<file path="config.mk">
export PLATFORM = sky130hd
export DESIGN_NAME = nv_nvdla_dmaif_rdreq_gen
export DESIGN_NICKNAME = d
export VERILOG_FILES = /design/src/rtl/nv_nvdla_dmaif_rdreq_gen.sv
export SDC_FILE = /design/constraint.sdc
export NUM_CORES = 1
export LEC_CHECK = 0
export BUFFER_PORTS_ARGS = -buffer_cell sky130_fd_sc_hd__buf_2
export CORE_ASPECT_RATIO = 1.2
export CORE_MARGIN = 2
export CORE_UTILIZATION = 50
export DETAILED_ROUTE_END_ITERATION = 6
export GPL_ROUTABILITY_DRIVEN = 0
export PLACE_DENSITY_LB_ADDON = 0.05
export SYNTH_ARGS = -nofsm -noshare
export SYNTH_HDL_FRONTEND = slang
export SYNTH_SLANG_ARGS = --single-unit
</file>
<file path="constraint.sdc">
create_clock -name nvdla_core_clk -period 4.8 [get_ports nvdla_core_clk]
set_input_delay 0.48 -clock nvdla_core_clk [delete_from_list [all_inputs] [get_ports nvdla_core_clk]]
set_output_delay 0.48 -clock nvdla_core_clk [all_outputs]
set_load 0.02 [all_outputs]
</file>
<file path="src/rtl/nv_nvdla_dmaif_rdreq_gen.sv">
// -----------------------------------------------------------------------------
// nv_nvdla_dmaif_rdreq_gen
//
// Splits one linear read command into DMAIF read requests. No request is
// longer than MAX_REQ_ATOMS, and no request crosses a 4 KB boundary. Each
// request is issued only when enough credits are free. The credits track free
// space in the client's response latency FIFO, so that FIFO cannot overflow.
//
// Ports:
//   nvdla_core_clk     core clock
//   nvdla_core_rstn    synchronous active-low reset
//   cmd_vld/cmd_rdy    command handshake
//   cmd_addr           start byte address (low ATOM_LOG2 bits are ignored)
//   cmd_size           command length in atoms minus one
//   dmaif_rd_req_pd    {atoms-1 [MEM_AW+14:MEM_AW], byte addr [MEM_AW-1:0]}
//   dmaif_rd_req_vld   request valid (registered)
//   dmaif_rd_req_rdy   request ready from the router
//   rsp_atom_pop       client popped one atom; returns one credit
//   busy               a command is in progress
//   credit_cnt         free credits
//   perf_stall_cnt     ISSUE stall cycles; present only when the optional
//                      macro NVDLA_DMAIF_RDREQ_PERF_EN is defined
// -----------------------------------------------------------------------------
module nv_nvdla_dmaif_rdreq_gen #(
    parameter int unsigned MEM_AW        = 64,
    parameter int unsigned ATOM_LOG2     = 5,
    parameter int unsigned MAX_REQ_ATOMS = 8,
    parameter int unsigned CREDIT_DEPTH  = 64,
    localparam int unsigned CW           = $clog2(CREDIT_DEPTH) + 1
) (
    input  logic                nvdla_core_clk,
    input  logic                nvdla_core_rstn,
    input  logic                cmd_vld,
    output logic                cmd_rdy,
    input  logic [MEM_AW-1:0]   cmd_addr,
    input  logic [14:0]         cmd_size,
    output logic [MEM_AW+14:0]  dmaif_rd_req_pd,
    output logic                dmaif_rd_req_vld,
    input  logic                dmaif_rd_req_rdy,
    input  logic                rsp_atom_pop,
    output logic                busy,
    output logic [CW-1:0]       credit_cnt
`ifdef NVDLA_DMAIF_RDREQ_PERF_EN
    ,
    output logic [31:0]         perf_stall_cnt
`endif
);

    typedef enum logic [1:0] {IDLE, CALC, ISSUE} state_e;

    state_e               state_q, state_d;
    logic [MEM_AW-1:0]    cur_addr_q, cur_addr_d;
    logic [15:0]          remain_q, remain_d;
    logic [15:0]          chunk_q, chunk_d;
    logic [MEM_AW+14:0]   pd_q, pd_d;
    logic                 vld_q, vld_d;
    logic                 busy_q, busy_d;
    logic [CW-1:0]        credit_q, credit_d;

    logic                 accept;
    logic                 hs;
    logic [15:0]          to_4k;
    logic [15:0]          chunk_calc;
    logic [15:0]          remain_after;
    logic [CW:0]          credit_sum;

    assign cmd_rdy          = nvdla_core_rstn && (state_q == IDLE);
    assign accept           = cmd_vld && cmd_rdy;
    assign hs               = vld_q && dmaif_rd_req_rdy;
    assign dmaif_rd_req_pd  = pd_q;
    assign dmaif_rd_req_vld = vld_q;
    assign busy             = busy_q;
    assign credit_cnt       = credit_q;

    // Atoms left before the next 4 KB boundary, then the three-way minimum.
    always_comb begin
        to_4k      = 16'(1 << (12 - ATOM_LOG2)) - 16'(cur_addr_q[11:ATOM_LOG2]);
        chunk_calc = 16'(MAX_REQ_ATOMS);
        if (remain_q < chunk_calc) chunk_calc = remain_q;
        if (to_4k < chunk_calc)    chunk_calc = to_4k;
    end

    // Apply the handshake debit and the pop refund together. The count stays
    // at CREDIT_DEPTH if an illegal extra pop arrives.
    always_comb begin
        credit_sum = {1'b0, credit_q}
                   - (hs ? (CW+1)'(chunk_q) : '0)
                   + (CW+1)'(rsp_atom_pop);
        if (credit_sum > (CW+1)'(CREDIT_DEPTH))
            credit_d = CW'(CREDIT_DEPTH);
        else
            credit_d = credit_sum[CW-1:0];
    end

    // State register (all sequential state)
    always_ff @(posedge nvdla_core_clk) begin
        if (!nvdla_core_rstn) begin
            state_q    <= IDLE;
            cur_addr_q <= '0;
            remain_q   <= '0;
            chunk_q    <= '0;
            pd_q       <= '0;
            vld_q      <= 1'b0;
            busy_q     <= 1'b0;
            credit_q   <= CW'(CREDIT_DEPTH);
        end else begin
            state_q    <= state_d;
            cur_addr_q <= cur_addr_d;
            remain_q   <= remain_d;
            chunk_q    <= chunk_d;
            pd_q       <= pd_d;
            vld_q      <= vld_d;
            busy_q     <= busy_d;
            credit_q   <= credit_d;
        end
    end

    assign remain_after = remain_q - chunk_q;

    // Next-state logic
    always_comb begin
        state_d = state_q;
        case (state_q)
            IDLE:    if (accept) state_d = CALC;
            CALC:    state_d = ISSUE;
            ISSUE:   if (hs) state_d = (remain_after == '0) ? IDLE : CALC;
            default: state_d = IDLE;
        endcase
    end

    // Output and datapath logic
    always_comb begin
        cur_addr_d = cur_addr_q;
        remain_d   = remain_q;
        chunk_d    = chunk_q;
        pd_d       = pd_q;
        vld_d      = vld_q;
        busy_d     = busy_q;
        case (state_q)
            IDLE: begin
                if (accept) begin
                    cur_addr_d = cmd_addr & ~MEM_AW'((1 << ATOM_LOG2) - 1);
                    remain_d   = 16'(cmd_size) + 16'd1;
                    busy_d     = 1'b1;
                end
            end
            CALC: begin
                chunk_d = chunk_calc;
                pd_d    = {15'(chunk_calc - 16'd1), cur_addr_q};
                // Credit cannot fall before ISSUE, so this check is safe.
                vld_d   = (32'(credit_q) >= 32'(chunk_calc));
            end
            ISSUE: begin
                if (!vld_q && (32'(credit_q) >= 32'(chunk_q)))
                    vld_d = 1'b1;
                if (hs) begin
                    vld_d      = 1'b0;
                    cur_addr_d = cur_addr_q + (MEM_AW'(chunk_q) << ATOM_LOG2);
                    remain_d   = remain_after;
                    if (remain_after == '0) busy_d = 1'b0;
                end
            end
            default: ;
        endcase
    end

`ifdef NVDLA_DMAIF_RDREQ_PERF_EN
    logic [31:0] perf_q, perf_d;

    // In ISSUE, any cycle without a handshake is a stall: either the request
    // is back-pressured or it is held back by missing credit.
    always_comb begin
        perf_d = perf_q;
        if (accept)
            perf_d = '0;
        else if ((state_q == ISSUE) && !hs && (perf_q != '1))
            perf_d = perf_q + 32'd1;
    end

    always_ff @(posedge nvdla_core_clk) begin
        if (!nvdla_core_rstn) perf_q <= '0;
        else                  perf_q <= perf_d;
    end

    assign perf_stall_cnt = perf_q;
`endif

`ifndef SYNTHESIS
    credit_overflow_a: assert property (@(posedge nvdla_core_clk)
        disable iff (!nvdla_core_rstn)
        !(rsp_atom_pop && (credit_q == CW'(CREDIT_DEPTH))));
`endif

endmodule

</file>
==> qor.csv <==
stage;metric;value;unit
worst_setup_path;reg2regPathDepth;16;
synth;synth_seq_cells;176;
worst_hold_path;min_path_type;primary input to flop;
worst_setup_path;crit_slowest_cell;and4_1;
worst_hold_path;hold_start;cmd_addr[32];
power;p_per_area;350;mW/mm2
layout;regArea;0.00352;mm2
sta;finalHoldViolCount;0;
worst_setup_path;cp_top_family;simple AND/OR/NAND/NOR gates;
cts;cts_sinks;176;
placed_design;port-buffer-count;162;
cts;ctsResizeCount;0;
route;avgRoutedWirePerCell;18.0;um
sta;fin_crit_sh;88.7;%
worst_setup_path;crit_top_cell;a21oi_1;
worst_setup_path;critical_path_required;5110;ps
synth;synth-edff-count;0;
worst_setup_path;max_stage_delay;450;ps
synth;async_reset_ff_share;0;%
global_route;antenna_found_initial;3;
route;wirelength;32300;um
sta;min_period;4260;ps
synth;avgSynthCellArea;7.61;um2
global_route;grtUsageTotal;29.0;%
route;vias_per_cell;5.92;
worst_setup_path;cp-start-kind;flop;
cts;post_cts_buffers;0;
worst_setup_path;regToRegEndpoint;dmaif_rd_req_vld$_SDFFE_PN0P_;
floorplan;core_area;0.0209;mm2
worst_setup_path;worstPathCellList;nor4_1 > and4_1 > and2_1 > inv_1 > ha_1 > a21o_1 > a21oi_1 > o211ai_1 > nor2_2 > nor2_1 > a21oi_1 > ha_1 > a21o_1 > maj3_1 > a21oi_1 > a2111oi_0;
worst_setup_path;path_class;flop to flop;
cts;clk_latency;440;ps
layout;postLayoutCoreUtil;58.3;%
floorplan;num_rows;58;
worst_setup_path;cp_num_cells;16;
floorplan;die_area;0.0225;mm2
synth;ys_seq_area_share;33.1;%
cts;clockBufferDepth;2;
sta;max-slew-margin-rel;13.5;%
global_route;grt_max_degree;79;
floorplan;fp.dieH;164;um
cts;cts_hold_buffers;0;
sta;setup_viol;0;
layout;multi_input_area;0.00667;mm2
layout;fillers;2061;
synth;synth_cell_types;73;
floorplan;start_util;50.9;%
floorplan;die_w;137;um
synth;synth_flop_cell;dfxtp_1;
worst_setup_path;cp-startpoint;remain_q[5]$_SDFFE_PN0P_;
synth;netlist_area;0.0106;mm2
global_route;grt_pass1_vias;10074;
power;leakage;4.95;nW
flow_run;cap_violations;0;
worst_setup_path;cp.arrival;4570;ps
worst_setup_path;crit_buf_inv;1;
worst_setup_path;cp-endpoint;dmaif_rd_req_vld$_SDFFE_PN0P_;
synth;postSynthCellCount;1398;
sta;worstMarginPinSlew;1290;ps
sta;rsz0062_at_grt;false;
cts;cts_root_buf;clkbuf_16;
layout;drive_gt1_share;15.4;%
sta;max_freq;235;MHz
route;vias;10632;
worst_setup_path;worstSetupEndpointType;flop;
worst_setup_path;reg2reg_slack;540;ps
route;drtIter0Drc;687;
cts;path_clk_slew;80;ps
power;ir_worst_vdd;304;uV
cts;cts_tree;done;
synth;yosysWarnings;0;
route;drt_pass1_iterations;5;
cts;htreeDepth;4;
worst_setup_path;rr_startpoint;remain_q[5]$_SDFFE_PN0P_;
sta;fin_worst_skew;13.9;ps
cts;cts_buffers;17;
route;drc;0;
global_route;grt_overflow_total;0;
layout;synthToLayoutAreaGrowth;14.4;%
placed_design;dpl.hpwl;22800;um
layout;nets;1665;
route;postRouteAntennaNets;0;
floorplan;pin_count;173;
worst_setup_path;crit_fanout;9;
outcome;status;complete, no violations;
sta;setup-tns-final;0;ps
sta;report.final.slew_viol_count;0;
global_route;grt_pass1_wl;51200;um
[how the worst min path moves through the flow]
stage	cells past startpoint	slack, ps	endpoint
2_1_floorplan	2	440	dmaif_rd_req_pd[57]$_SDFFE_PN0P_
3_3_place_gp	2	440	dmaif_rd_req_pd[23]$_SDFFE_PN0P_
3_5_place_dp	2	440	dmaif_rd_req_pd[28]$_SDFFE_PN0P_
4_1_cts	3	230	cur_addr_q[32]$_SDFFE_PN0P_
5_1_grt	3	230	cur_addr_q[32]$_SDFFE_PN0P_
6_report	3	230	cur_addr_q[32]$_SDFFE_PN0P_
[final cells by class]
cell class / instances / share of cell area [%]
diodes: 2 / 0.0411
repair buffers: 178 / 7.64
flip-flops and latches: 176 / 28.9
well taps: 270 / 2.77
multi-input cells: 1100 / 54.7
clock inverters: 15 / 1.21
inverters: 37 / 1.16
clock buffers: 17 / 3.49
[report_power, final]
part | internal (W) | switching [W]
combinational | 0.000507 | 0.000746
sequential | 0.00154 | 0.0000937
clock | 0.000689 | 0.000684
[cell usage after synthesis, drive strengths merged, types with 10 or more instances]
cell type  number  share of area [%]
xnor2          37                3.0
nand4          25                1.5
o22ai          13               0.76
nand3          46                2.3
nand2         250                8.8
xor2           24                2.0
or3            11               0.71
mux2i          10               0.94
nand2b         10               0.59
nor4           13               0.76
nor2           98                3.5
clkbuf         70                2.5
ha             68                8.0
and3           31                1.9
inv            37                1.3
dfxtp         176                 33
a21o           18                1.3
nor3           40                1.9
o211ai         20                1.4
buf            22               0.98
a211oi         21                1.5
a31oi          19                1.1
o21ai          49                2.3
a21oi         164                7.7
[routing by layer]
| layer | share of wire, % | up-vias | global-route usage (%) |
|---|---|---|---|
| met4 | 3.9 | 0 | 13.1 |
| li1 | - | 5228 | - |
| met3 | 5.5 | 83 | 5.15 |
| met1 | 42 | 4984 | 35.6 |
| met2 | 48 | 337 | 49.2 |
| met5 | 0 | - | 0 |
[stage by stage]
stage               setup WS [ps]  hold slack [ps]  cells  area (um2)  power (W)
global route                  328              230   1795       12200    0.00450
CTS                           560              227   1793       12200    0.00427
finish                        543              230   1795       12200    0.00426
detailed placement            588              443   1761       11600    0.00290
floorplan                    1270              440   1405       10700    0.00258
global placement              619              440   1761       11600    0.00289
[worst register-to-register path, stage by stage, from the launching register on]
cell,delay (ps)
dfxtp_1,340
nor4_1,410
and4_1,450
and2_1,190
inv_1,60
ha_1,310
a21o_1,180
a21oi_1,190
o211ai_1,200
nor2_2,380
nor2_1,70
a21oi_1,280
ha_1,300
a21o_1,170
maj3_1,360
a21oi_1,150
a2111oi_0,70
[cells in the final DEF, fill, tap and decap left out, types with 9 or more instances in the layout]
cell type  count
o211ai_1      20
nor3_1        40
dfxtp_1      176
nand4_1       25
xnor2_1       37
buf_2        162
clkbuf_16     17
a211oi_1      21
ha_1          68
mux2i_1       10
a21o_1        18
inv_1         36
buf_4         16
or3_1          9
nor2_1        96
conb_1         9
o22ai_1       13
nor4_1        13
nand2_1      250
nand3_1       45
o21ai_0       49
a21oi_1      163
xor2_1        24
and4_1         9
and3_1        28
a31oi_1       19
[state kept, by name, summed over array words and instances (netlist names)]
| name | flops |
|---|---|
| cur_addr_q | 59 |
| chunk_q | 16 |
| state_q | 2 |
| busy | 1 |
| credit_cnt | 7 |
| dmaif_rd_req_vld | 1 |
| dmaif_rd_req_pd | 74 |
| remain_q | 16 |
[cells by family (layout without fill, tap and decap cells)]
family	after synthesis	in the layout	share of synthesized area [%]
xor gates and xnor gates	61	61	5.02
AOI/OAI and AO/OA	381	381	22.5
and+or+nand+nor	567	567	24.9
other	2	11	0.0706
adders and majority gates	72	72	8.65
muxes	10	10	0.941
buffers and inverters	129	247	4.75
DFF	176	176	33.1
Note: power is estimated with default switching activity, not from simulation.
